[src/rtl/r_ptr_empty_fwft.sv]
// rtl/r_ptr_empty_fwft.sv - async FIFO read side: Gray pointer, registered empty flag, FWFT output buffer.
// Optional macro R_PTR_LEVEL_EN adds a registered r_level (unfetched words in RAM).
module r_ptr_empty_fwft #(
  parameter int ADDR_WIDTH = 4,
  parameter int DATA_WIDTH = 8
) (
  input  logic                  r_clk,
  input  logic                  r_rst,
  input  logic [ADDR_WIDTH:0]   r_q2_w_ptr,
  input  logic [DATA_WIDTH-1:0] r_mem_data,
  input  logic                  r_ready,
  output logic                  r_mem_en,
  output logic [ADDR_WIDTH-1:0] r_addr,
  output logic [ADDR_WIDTH:0]   r_ptr,
  output logic                  r_empty,
  output logic                  r_valid,
  output logic [DATA_WIDTH-1:0] r_data,
  output logic [ADDR_WIDTH:0]   r_level
);

  typedef enum logic [1:0] {B0, B1, B2} buf_state_t;

  buf_state_t            state, state_next;
  logic [ADDR_WIDTH:0]   r_bin, r_bin_next, r_gray_next;
  logic [1:0]            cnt, cnt_next;
  logic                  arrival, pop;
  logic [DATA_WIDTH-1:0] head, skid, head_next, skid_next;

  assign pop         = r_valid & r_ready;
  assign r_valid     = (state != B0);
  assign r_data      = head;
  assign r_addr      = r_bin[ADDR_WIDTH-1:0];
  // cnt covers buffered plus in-flight words, so a fetch is only issued when a slot is guaranteed
  assign r_mem_en    = ~r_empty & ((cnt < 2'd2) | pop);
  assign r_bin_next  = r_bin + {{ADDR_WIDTH{1'b0}}, r_mem_en};
  assign r_gray_next = (r_bin_next >> 1) ^ r_bin_next;
  assign cnt_next    = cnt + {1'b0, r_mem_en} - {1'b0, pop};

  always_comb begin
    state_next = state;
    head_next  = head;
    skid_next  = skid;
    case (state)
      B0: if (arrival) begin
        state_next = B1;
        head_next  = r_mem_data;
      end
      B1: begin
        if (arrival && !pop) begin
          state_next = B2;
          skid_next  = r_mem_data;
        end else if (arrival && pop) begin
          head_next = r_mem_data;
        end else if (pop) begin
          state_next = B0;
        end
      end
      B2: if (pop) begin
        state_next = B1;
        head_next  = skid;
      end
      default: state_next = B0;
    endcase
  end

  always_ff @(posedge r_clk) begin
    if (r_rst) begin
      r_bin   <= '0;
      r_ptr   <= '0;
      r_empty <= 1'b1;
      cnt     <= 2'd0;
      arrival <= 1'b0;
      state   <= B0;
      head    <= '0;
      skid    <= '0;
    end else begin
      r_bin   <= r_bin_next;
      r_ptr   <= r_gray_next;
      r_empty <= (r_gray_next == r_q2_w_ptr);
      cnt     <= cnt_next;
      arrival <= r_mem_en;
      state   <= state_next;
      head    <= head_next;
      skid    <= skid_next;
    end
  end

`ifdef R_PTR_LEVEL_EN
  logic [ADDR_WIDTH:0] w_bin;

  always_comb begin
    w_bin = '0;
    for (int i = 0; i <= ADDR_WIDTH; i++) w_bin[i] = ^(r_q2_w_ptr >> i);
  end

  always_ff @(posedge r_clk) begin
    if (r_rst) r_level <= '0;
    else       r_level <= w_bin - r_bin_next;
  end
`else
  assign r_level = '0;
`endif

endmodule

[config.mk]
export PLATFORM = sky130hd
export DESIGN_NAME = r_ptr_empty_fwft
export DESIGN_NICKNAME = d
export VERILOG_FILES = /design/src/rtl/r_ptr_empty_fwft.sv
export SDC_FILE = /design/constraint.sdc
export NUM_CORES = 1
export LEC_CHECK = 0
export CAP_MARGIN = 20
export CORE_MARGIN = 4
export CORE_UTILIZATION = 40
export CTS_BUF_LIST = sky130_fd_sc_hd__clkbuf_8
export CTS_CLUSTER_DIAMETER = 120
export CTS_CLUSTER_SIZE = 28
export DETAILED_ROUTE_END_ITERATION = 7
export MAX_ROUTING_LAYER = met4
export PLACE_DENSITY = 0.69
export SYNTH_ARGS = -nofsm -noshare
export SYNTH_HDL_FRONTEND = slang
export SYNTH_SLANG_ARGS = --single-unit
[constraint.sdc]
create_clock -name r_clk -period 5.8 [get_ports r_clk]
set_input_delay 1.74 -clock r_clk [delete_from_list [all_inputs] [get_ports r_clk]]
set_output_delay 1.74 -clock r_clk [all_outputs]
set_load 0.02 [all_outputs]
==> summary.md <==
| Metric | Value |
|---|---|
| Period utilisation layout | `0.904` |
| CTS buffer count | `5` |
| Port Buffer Count | `35` |
| Die area | `approximately 4600 um^2` |
| Max-cap check violation count | `0` |
| Hold Path Depth | `2` |
| Finished Core Util | `0.558` |
| Area Growth Syn to Fin | `32.7%` |
| Cell family with most CP delay | `buffers and inverters` |
| Ant. Diodes | `0` |
| Global-route wire length before repair | `between 4000 and 5000 um` |
| # hold bufs at CTS | `0` |
| Outcome | `finished, final reports clean` |
| Sequential cell area | `621 um^2` |
| Final min period | `5.24 ns` |
| RR Startpoint | `state[0]` |
| Hold/Removal Path Class | `flip-flop to flip-flop` |
| Initial antenna violation count | `0` |
| Vias | `~1100` |
| Seq pwr share | `0.401` |
| Combinational share of power | `0.310` |
| CP Data Required Time | `4.06 ns` |
| Gp weighted congestion | `0.752` |
| RSZ-0062 raised after global routing | `no` |
| Worst slew margin | `0.575` |
| Reg2Reg Setup Slack | `3.37 ns` |
| Clock share of power | `0.289` |
| Initial drt markers | `20` |
| DR pass1 iterations | `4` |
| Netlist Area Pre-Place | `1430 um^2` |
| Area of the multi-input gates | `733 um^2` |
| Clk slew on worst S/H paths | `0.06 ns` |
| Fin Clk Skew | `0.00589 ns` |
| Worst r2r dst | `r_empty` |
| Reg2reg path depth | `10` |
| Cells after synthesis | `145` |
| Switching Fraction | `0.306` |
| Core area | `3390 um^2` |
| Crit. End Element | `output pin` |
| WHS | `0.494 ns` |
| Post-CTS Resized | `0` |
| Drt total wl | `2780 um` |
| Hold path start | `skid[6]` |
| FMAX | `191 MHz` |
| Worst-Skew Late Latency | `approximately 0.28 ns` |
| Row count | `21` |
| P_sw | `197 uW` |
| Setup Fix Bufs, Post-CTS | `0` |
| Tot GR Track Use | `0.143` |
| Worst Setup Path Type | `input port to output pin` |
| CTS Buffer Depth | `2` |
| Root Driver | `clkbuf_8` |
| CP dominant cell by count | `clkdlybuf4s50_1` |
| Commonest non-fill, non-tap cells in the layout | `35 x clkdlybuf4s50_1, 31 x dfxtp_1, 28 x nor2_1` |
| Post-synthesis sequential area ratio | `0.435` |
| DR WL/cell | `12.2 um` |
| CP max FO | `7` |
| Pin count of the biggest net entering global routing | `32` |
| Startpoint types | `input port` |
| Min-Delay Endpoint | `skid[6]` |
| Initial Utilization | `0.420` |
| Post-DRT Antenna Nets | `0` |
| Slew @ Worst Pin | `0.636 ns` |
| Number of remaining DRC errors | `0` |
| I/O Pins | `41` |
| Post-synth cell types | `30` |
| H-tree depth | `2` |
| Clock sinks | `31` |
| Final TNS setup | `0 ns` |
| Critical Path Stages | `4` |
| Yosys reg bits | `31` |
| Worst VDD drop | `0.196 mV` |
| Pins Over Slew Limit | `0` |
| Vias in the first global route | `about 1100` |
| Cell Pwr Density | `roughly 340 nW/um^2` |
| Share of cells above drive strength 1 | `0.0879` |
| CP bufs+invs | `2` |
| Dpl cells | `between 200 and 250` |
| NumNets Final | `just over 200` |
| Ys Warns | `0` |
| Grt total ovfl | `0` |
| Syn Area/Cell | `between 9 and 10 um^2` |
| CTS tree | `built` |
| Die H | `67.7 um` |
| Most common cell after layout, fill and taps aside | `clkdlybuf4s50_1` |
| CP max stage delay | `0.68 ns` |
| Detail Placement HPWL | `2020 um` |
| Leak | `around 0.8 nW` |
| Pint | `446 uW` |
| Crit-path slowest cell | `clkdlybuf4s50_1` |
| Power, Total | `643 uW` |
| Die width | `67.7 um` |
| WP data arrival | `3.50 ns` |
| Hold Vio Cnt, Final | `0` |
| Vias per cell | `4.66` |
| Fill cells | `309` |
| Non-filler cells, final | `228` |
| Crit-path cells | `clkdlybuf4s50_1 -> nand2_1 -> a21oi_1 -> clkdlybuf4s50_1` |
| Setup Viol. Count Final | `0` |
-- cell type report --
cell class / count / area share
Multi-Input combinational cell: 104 / 0.388
Sequential cell: 31 / 0.328
Timing Repair Buffer: 36 / 0.193
Clock buffer: 7 / 0.0509
Tap cell: 46 / 0.0304
Inverter: 3 / 0.00595
Clock inverter: 1 / 0.00397
-- layer usage --
layer	GRT usage	part of all wire	vias to the layer above
met5	-	0	-
met4	0.0911	0.028	0
met3	0.0300	0.032	7
met2	0.245	0.51	18
met1	0.147	0.43	501
li1	-	-	537
-- power groups by stage --
stage	clock [mW]	sequential, mW	combinational, mW
after CTS	0.192	0.259	0.201
after global routing	0.201	0.262	0.216
after global placement	0	0.262	0.195
final	0.186	0.258	0.199
after floorplan	0	0.285	0.107
after detailed placement	0	0.263	0.199
-- logic make-up (layout without fill, tap and decap cells) --
family,Yosys count,count (layout),synth area share
AND/OR/NAND/NOR,48,48,0.157
multiplexers,17,17,0.119
AO/OA/AOI/OAI,15,15,0.0896
other,1,5,0.00263
flip-flops,31,31,0.435
XOR/XNOR,14,14,0.0913
buffers and inverters,14,47,0.0606
adder cells (fa/ha/maj),5,5,0.0439
-- cell usage after synthesis --
master    count  area [um^2]
xor2_1        5         43.8
a21oi_2       1         8.76
a31o_1        1         8.76
a21oi_1       2         10.0
ha_1          5         62.6
nor2_1       28          105
dfxtp_1      31          621
a211oi_2      2         25.0
conb_1        1         3.75
o21ai_1       1         5.00
and3b_1       1         8.76
a211oi_1      6         45.0
clkbuf_1      2         7.51
nand2_1       6         22.5
inv_1         3         11.3
nor2b_2       1         8.76
or2_1         1         6.26
nor3b_1       1         7.51
o21ai_4       1         16.3
buf_1         1         3.75
buf_4         7         52.6
xnor2_1       8         70.1
nand3_1       1         5.00
mux2i_1      17          170
nand2b_1      3         18.8
nand3_2       1         10.0
nor2b_1       5         31.3
o22a_1        1         8.76
buf_6         1         11.3
xor2_2        1         16.3
-- sequential cells by signal, indices dropped and copies added (netlist names) --
name / cells
cnt: 2
r_bin: 4
state: 2
r_ptr: 5
r_data: 8
arrival: 1
skid: 8
r_empty: 1
-- worst max path at each step --
stage	start	to	slack, ns
6_report	r_ready	r_mem_en	0.56
2_1_floorplan	r_ready	r_mem_en	1.74
3_5_place_dp	r_ready	r_mem_en	0.55
5_1_grt	r_ready	r_mem_en	0.40
3_3_place_gp	r_ready	r_mem_en	0.60
4_1_cts	r_ready	r_mem_en	0.55
-- tightest hold or removal path, delay by kind of cell (launching register included) --
family | cells | cell delay, ns
DFF | 1 | 0.32
muxes | 1 | 0.06
and+or+nand+nor | 1 | 0.07
-- metrics by stage --
| stage | setup slack (ns) | instance area, um^2 |
|---|---|---|
| finish | 0.558 | 1890 |
| floorplan | 1.74 | 1440 |
| global placement | 0.596 | 1770 |
| detailed placement | 0.553 | 1770 |
| global route | 0.396 | 1890 |
| CTS | 0.552 | 1880 |
Note: power is estimated with default switching activity, not from simulation.
